`config.mk`:
```
export PLATFORM = sky130hd
export DESIGN_NAME = sig_detection
export DESIGN_NICKNAME = d
export VERILOG_FILES = /design/src/rtl/sig_detection.sv
export SDC_FILE = /design/constraint.sdc
export NUM_CORES = 1
export LEC_CHECK = 0
export ABC_AREA = 1
export BUFFER_PORTS_ARGS = -buffer_cell sky130_fd_sc_hd__buf_2
export CORE_AREA = 2 2 39 41
export CTS_BUF_LIST = sky130_fd_sc_hd__clkbuf_2 sky130_fd_sc_hd__clkbuf_4 sky130_fd_sc_hd__clkbuf_8
export DETAILED_ROUTE_END_ITERATION = 8
export DIE_AREA = 0 0 41 43
export GPL_TIMING_DRIVEN = 0
export PLACE_DENSITY_LB_ADDON = 0.15
export SYNTH_ARGS = -nofsm -noshare
export SYNTH_HDL_FRONTEND = slang
export SYNTH_SLANG_ARGS = --single-unit
```
`constraint.sdc`:
```
create_clock -name clk -period 2.8 [get_ports clk]
set_clock_uncertainty 0.05 [all_clocks]
set_input_delay 0.56 -clock clk [delete_from_list [all_inputs] [get_ports clk]]
set_output_delay 0.56 -clock clk [all_outputs]
set_load 0.005 [all_outputs]
```
`src/rtl/sig_detection.sv`:
```
// Rising-edge triggered gate generator: each 0->1 transition of B opens a
// gate on OUT lasting `duration` clock cycles, retriggerable.
module sig_detection #(
    parameter int CNT_W       = 4,
    parameter int SYNC_STAGES = 0
) (
    input  logic             clk,
    input  logic             rst_n,
    input  logic             B,
    input  logic [CNT_W-1:0] duration,
    output logic             OUT
);

    logic             b_s;
    logic             b_d;
    logic             rise;
    logic [CNT_W-1:0] counter;

    generate
        if (SYNC_STAGES == 0) begin : g_nosync
            assign b_s = B;
        end else begin : g_sync
            logic sync_reg [SYNC_STAGES];
            for (genvar gi = 0; gi < SYNC_STAGES; gi++) begin : g_stage
                always_ff @(posedge clk or negedge rst_n) begin
                    if (!rst_n) begin
                        sync_reg[gi] <= 1'b0;
                    end else if (gi == 0) begin
                        sync_reg[gi] <= B;
                    end else begin
                        sync_reg[gi] <= sync_reg[(gi == 0) ? 0 : gi - 1];
                    end
                end
            end
            assign b_s = sync_reg[SYNC_STAGES-1];
        end
    endgenerate

    assign rise = b_s & ~b_d;

    // b_d resets high so a B already asserted at reset release is not an edge.
    always_ff @(posedge clk or negedge rst_n) begin
        if (!rst_n) begin
            b_d     <= 1'b1;
            counter <= '0;
        end else begin
            b_d <= b_s;
            if (rise) begin
                counter <= duration;
            end else if (counter != '0) begin
                counter <= counter - 1'b1;
            end
        end
    end

    assign OUT = (counter != '0);

endmodule

```
Yosys cells after proc, flatten, opt, wreduce, memory -nomap -nowiden

Cells that the tools add are included.
Widths: inputs -> output; s select.

Register bits: 5
Input bits: 7
Output and inout bits: 1
Word-level logic and storage cells: 9

Add/sub/neg operators: 1
Muxes and demuxes: 2
Bitwise logic cells: 2
Reduce and logical (&&, ||, !) cells: 2

Operators with widths:

| operator            | number |
|---|---|
| $mux 4              | 2 |
| $reduce_bool 4->1   | 1 |
| $sub 4x1->4 const B | 1 |
| $reduce_bool 2->1   | 1 |
| $and 1x1->1         | 1 |
| $not 1->1           | 1 |

Logic depth before layout (Yosys ltp)

Gate-level depths: netlist of run 1.

Depth in word-level cells: 3
Depth in mapped cells: 6
Depth with buffers taken out: 6

Worst setup path before layout of run 1

OpenSTA, ideal clock, no wires.

Path type: register to output
Start point: register counter[0]
End point: output OUT
Data arrival time: 729 ps
Data required time: 2190 ps
Slack: 1461 ps
Cell stages (with the launch flop): 4
Path buffers: 0
Cells stage by stage: dfrtp_1 inv_1 ha_1 nand3_2

Cells in the longest elaborated chain, start to end: 1

Ends and longest elaborated chain:

| item                     | RTL line | source |
|---|---|---|
| start: declaration       | 17       | `logic [CNT_W-1:0] counter;` |
| start signal: assignment | 49       | `counter <= duration;` |
| start signal: assignment | 51       | `counter <= counter - 1'b1;` |
| $reduce_bool 4->1        | 56       | `assign OUT = (counter != '0);` |
| end: declaration         | 11       | `output logic OUT` |

Every way passes these cells.

Final worst setup path of run 1

Ends and elaborated chain as after synthesis.

==> impl_metrics.tcl, run 1 <==
set metrics [dict create \
    yosys.area.top_type "dfrtp_1" \
    yosysWarnings 0 \
    async_flop_share_pct 100 \
    leakagePower_nw 0.211 \
    ys_seq_area_share_pct 40.7 \
    start_util_pct 22.4 \
    cts-root-buf "clkbuf_4" \
    die_w_um 41 \
    post_cts_resized 0 \
    critical_path.cell_chain "inv_1 > ha_1 > nand3_2 > buf_2" \
    grt_pass1_vias 241 \
    pin_count 8 \
    cp-start-kind "flip-flop" \
    hold-worst-slack_ns 0.0737 \
    r2r_setup_slack_ns 1.55 \
    setup_tns_ns 0 \
    syn_inst 41 \
    clk_pin_slew_ns 0.04 \
    synthTopCellsByCount "nand2_1, inv_1, dfrtp_1, nor2_1" \
    finalCriticalPeriod_ns 1.79 \
    area_delta_synth_final_pct 27.4 \
    cts_tree "done" \
    cp-end-kind "output pin" \
    hold_viol 0 \
    ys_types 16 \
    cp.arrival_ns 1.18 \
    min_path_type "input pin to asynchronous set/reset pin" \
    syn_area_um2 310 \
    rr_endpoint "counter[1]" \
    relSlewSlack_pct 86.1 \
    synth-edff-count 0 \
    critPathKind "flip-flop to output pin" \
    grt_start_max_net_pins 7 \
    total_power_mw 0.367 \
    maxCapViolCount 0 \
    grt-ovfl-total 0 \
    ys_top_cells_by_area "dfrtp_1, nand2_1, dfstp_2, ha_1, inv_1" \
    post-dp-hpwl_um 474 \
    slew_violations 0 \
    clock_path_buffers 2 \
    finalCritPeriodShare_pct 63.9 \
    post_cts_buffers 0 \
    outcome "complete, no violations" \
    die_area_um2 1760 \
    synth_seq_cells 5 \
    mappedNetlistNets 50 \
    synth-main-ff-cell "dfrtp_1" \
    worstPathRequired_ns 2.19 \
    power.density_nw_per_um2 928 \
    drt-initial-drc-count 1 \
    clk_latency_ns 0.24 \
    grt.total_usage_pct 8.80 \
    portBuffers 7 \
    gp_congestion 0.601 \
    drc 0 \
    via_per_inst 4.06 \
    worst_path_largest_cell_delay_ns 0.38 \
    crit_fanout 4 \
    rsz0062_at_grt "no" \
    fillers 147 \
    peakVddDrop_uv 225 \
    r2r_start "counter[0]" \
    hold_buffers 0 \
    drt-total-wl_um 574 \
    cts_sinks 5 \
    coreArea_um2 1380 \
    drive_gt1_share_pct 32.7 \
    fin_nets 62 \
    htreeDepth 1 \
    cts_buffers 3 \
    cp_slowest_cell "dfrtp_1" \
    grt_pass1_wl_um 945 \
    vias 276 \
    yosysTopAreaCellShare_pct 32.3 \
    antenna_found_initial 0 \
    yosysMostFrequentCell "nand2_1" \
    num_antenna_cells 0 \
    antenna_left 0 \
    fmaxAchievable_mhz 559 \
    rows 14 \
    firstDrtPassIters 2 \
    routedWlPerCell_um 8.44 \
    setup_viol 0 \
    syn_area_per_cell_um2 7.57 \
    worstMarginPinSlew_ns 0.208 \
    dieHeight_um 43 \
    reg2regPathDepth 6 \
]
registers in the layout, summed over array words and instances (netlist names):
| name | cells |
|---|---|
| counter | 4 |
| b_d | 1 |
cell families (layout without fill, tap and decap cells):
kind of cell    count (synthesis)  count (layout)  synth area share (%)
simple gates                   24              24                  37.5
buf+inv                         6              17                  7.26
flops                           5               5                  40.7
fa+ha+maj                       2               2                  8.06
compound gates                  4               4                  6.45
worst max-delay path by stage:
stage | startpoint | end | slack [ns] | cells after the start
floorplan | counter[0] | OUT | 1.46 | 3
global placement | counter[0] | OUT | 1.26 | 4
detailed placement | counter[0] | OUT | 1.26 | 4
CTS | counter[0] | OUT | 1.0 | 4
global route | counter[0] | OUT | 0.90 | 4
finish | counter[0] | OUT | 1.01 | 4
worst max-delay path, delay by kind of cell, from the launching register on:
kind / cells / cell delay (ns)
flops: 1 / 0.38
buf+inv: 2 / 0.26
fa+ha+maj: 1 / 0.21
simple gates: 1 / 0.09
per-layer routing:
| metal | wire, µm | global-route usage, % | up-vias | share of wire, % |
|---|---|---|---|---|
| met5 | 0 | 0 | - | 0 |
| met4 | 0 | 10.0 | 0 | 0 |
| met3 | 34 | 3.14 | 0 | 5.9 |
| met2 | 264 | 10.9 | 6 | 46 |
| met1 | 275 | 10.2 | 120 | 48 |
| li1 | - | - | 150 | - |
placed cells by master, fill, tap and decap left out:
cell      count
clkbuf_4      4
nor2_1        4
a21oi_1       2
or2_2         1
inv_1         5
nor2_4        1
nand3_1       2
nand2_2       1
ha_1          2
dfstp_2       1
buf_2         7
nand2_1      12
o21ai_0       2
or2_1         1
nand4_1       1
nand3_2       1
inv_2         1
dfrtp_1       4
report_power, final:
group	total (mW)	switching, mW	leakage [nW]	internal, mW
registers	0.125	0.0202	0.0580	0.104
clock network	0.0912	0.0278	0.0184	0.0634
logic	0.151	0.0901	0.135	0.0611
total	0.367	0.138	0.211	0.229
metrics by stage:
stage	area, µm²	util, %	setup WS (ns)	std cells
4_1_cts	395	28.6	0.996	68
2_1_floorplan	310	-	1.46	41
3_3_place_gp	365	26.4	1.26	64
6_report	395	28.6	1.01	68
5_1_grt	395	28.6	0.897	68
3_5_place_dp	365	26.4	1.26	64
cell type report:
type | instances | area, µm² | share of cell area [%]
timing repair buffer | 7 | 35.0 | 8.86
inverter | 6 | 22.5 | 5.70
multi-input combinational | 30 | 161 | 40.8
clock buffer | 4 | 30.0 | 7.59
sequential | 5 | 126 | 32.0
tap | 16 | 20.0 | 5.06
No activity file was read; power rests on OpenSTA's default activity.
==> inputs of run 2 (changes only) <==
==> constraint.sdc (replaced) <==
create_clock -name clk -period 1.5 [get_ports clk]
set_clock_uncertainty 0.05 [all_clocks]
set_input_delay 0.3 -clock clk [delete_from_list [all_inputs] [get_ports clk]]
set_output_delay 0.3 -clock clk [all_outputs]
set_load 0.005 [all_outputs]
==> impl_metrics.tcl, run 2 (synthesis results as in run 1) <==
set metrics [dict create \
    coreArea_um2 1380 \
    cts_buffers 3 \
    rr_endpoint "counter[2]" \
    clk_pin_slew_ns 0.04 \
    grt-ovfl-total 0 \
    rsz0062_at_grt "no" \
    wl_met2_um 273 \
    drc 0 \
    setup_tns_ns 0 \
    swShare_pct 37.8 \
    pin_count 8 \
    cts_tree "done" \
    cts_sinks 5 \
    die_w_um 41 \
    setup_viol 0 \
    cp_num_buf_inv 2 \
    multi_input_area_um2 174 \
    firstDrtPassIters 1 \
    final_cell_mix "nand2_1, buf_2, nor2_1, clkbuf_4, dfrtp_1" \
    rows 14 \
    wl_met3_um 33 \
    path_depth 4 \
    regMostFlops "counter" \
    reg_top3 "counter (4), b_d (1)" \
    worstPathRequired_ns 1.15 \
    critical_path.cell_chain "inv_2 > ha_4 > nand3_2 > buf_2" \
    utilization_pct 30.7 \
    cp-start-kind "flip-flop" \
    grt_pass1_wl_um 959 \
    regArea_um2 126 \
    critPathKind "flip-flop to output pin" \
    finalCritPeriodShare_pct 94.1 \
    combPwrFrac_pct 45.0 \
    clock_path_buffers 2 \
    hold-worst-slack_ns 0.136 \
    relSlewSlack_pct 86.2 \
    worstMarginPinSlew_ns 0.206 \
    dieHeight_um 43 \
    endpoint "OUT" \
    antenna_found_initial 0 \
    grt.total_usage_pct 8.90 \
    netSwitchingPower_mw 0.281 \
    num_antenna_cells 0 \
    cp_slowest_cell "dfrtp_1" \
    seqPwrFrac_pct 32.0 \
    antenna_left 0 \
    crit_fanout 3 \
    finalCriticalPeriod_ns 1.41 \
    min_path_type "input pin to flip-flop" \
    portBuffers 7 \
    grt_pass1_vias 244 \
    hp-start "B" \
    cp.arrival_ns 1.06 \
    cp-end-kind "output pin" \
    internal-power_mw 0.462 \
    clk_latency_ns 0.24 \
    area_delta_synth_final_pct 37.1 \
    fin_nets 64 \
    peakVddDrop_uv 427 \
    largest_register_ffs 4 \
    drt-met1-wl_um 284 \
    grt_start_max_net_pins 7 \
    p_clk_share_pct 23.0 \
    final_common_cell "nand2_1" \
    die_area_um2 1760 \
    leakagePower_nw 0.219 \
    fillers 146 \
    r2r_start "counter[0]" \
    vias 283 \
    maxCapViolCount 0 \
    r2r_setup_slack_ns 0.16 \
    worst_path_largest_cell_delay_ns 0.39 \
    outcome "complete, no violations" \
    htreeDepth 1 \
    slew_violations 0 \
    routedWlPerCell_um 8.46 \
    gp_congestion 0.601 \
    crit_family "flip-flops" \
    via_per_inst 4.04 \
    start_util_pct 22.4 \
    fmaxAchievable_mhz 708 \
    power.density_nw_per_um2 1740 \
    topRoutingLayerUsed "met3" \
    post-dp-hpwl_um 474 \
    drt-total-wl_um 592 \
    reg2regPathDepth 6 \
    cts-root-buf "clkbuf_4" \
    hold_viol 0 \
    drt-initial-drc-count 0 \
    drive_gt1_share_pct 38.9 \
    crit_start "counter[0]" \
]
run 2: changes by cell type in the layout (fill, tap and decap cells not counted):
cell	change
buf_4	+1
dlygate4sd3_1	+1
ha_1	-1
ha_4	+1
inv_1	-2
inv_2	+2
run 2: worst register-to-register path, delay by kind of cell, from the launching register on:
family                   cells  cell delay [ns]
AND/OR/NAND/NOR              2             0.34
flip-flops                   1             0.37
adder cells (fa/ha/maj)      1             0.20
buffers and inverters        2             0.20
AO/OA/AOI/OAI                1             0.07
run 2: through the flow:
| stage | total power [mW] | instance area, µm² | instances | worst slack (ns) |
|---|---|---|---|---|
| final | 0.742 | 425 | 70 | 0.0883 |
| after global routing | 0.819 | 425 | 70 | 0.00204 |
| after CTS | 0.713 | 408 | 69 | 0.00310 |
| after detailed placement | 0.521 | 365 | 64 | 0.219 |
| after global placement | 0.523 | 365 | 64 | 0.223 |
| after floorplan | 0.449 | 310 | 41 | 0.349 |
run 2: how the worst min path moves through the flow:
stage / to / slack, ns / cells after the start
2_1_floorplan: counter[0] / -0.05 / 0
3_3_place_gp: counter[3] / 0.07 / 1
3_5_place_dp: counter[3] / 0.07 / 1
4_1_cts: b_d / 0.12 / 1
5_1_grt: b_d / 0.12 / 1
6_report: b_d / 0.14 / 1
run 2: repair_timing:
item | 4_1_cts | 5_1_grt
gates resized for setup | 2 | 2
endpoints found under the setup margin | 1 | 1
hold buffers | 1 | 0
buffers inserted | 0 | 1
hold endpoints to repair | 5 | 0
run 2: layout make-up:
| cell class | count | share of cell area [%] |
|---|---|---|
| tap | 16 | 4.71 |
| inverter | 6 | 5.29 |
| multi-input combinational | 30 | 40.9 |
| timing repair buffer | 9 | 12.4 |
| sequential | 5 | 29.7 |
| clock buffer | 4 | 7.06 |
run 2: metal layers:
layer	vias up	GRT usage, %
li1	156	-
met1	121	10.5
met2	6	10.9
met3	0	3.14
met4	0	10.0
met5	-	0
run 2: power groups by stage:
stage / Sequential (mW) / Combinational [mW] / Clock (mW)
floorplan: 0.227 / 0.222 / 0
detailed placement: 0.234 / 0.286 / 0
CTS: 0.235 / 0.295 / 0.183
global route: 0.243 / 0.380 / 0.196
global placement: 0.234 / 0.288 / 0
finish: 0.238 / 0.334 / 0.171
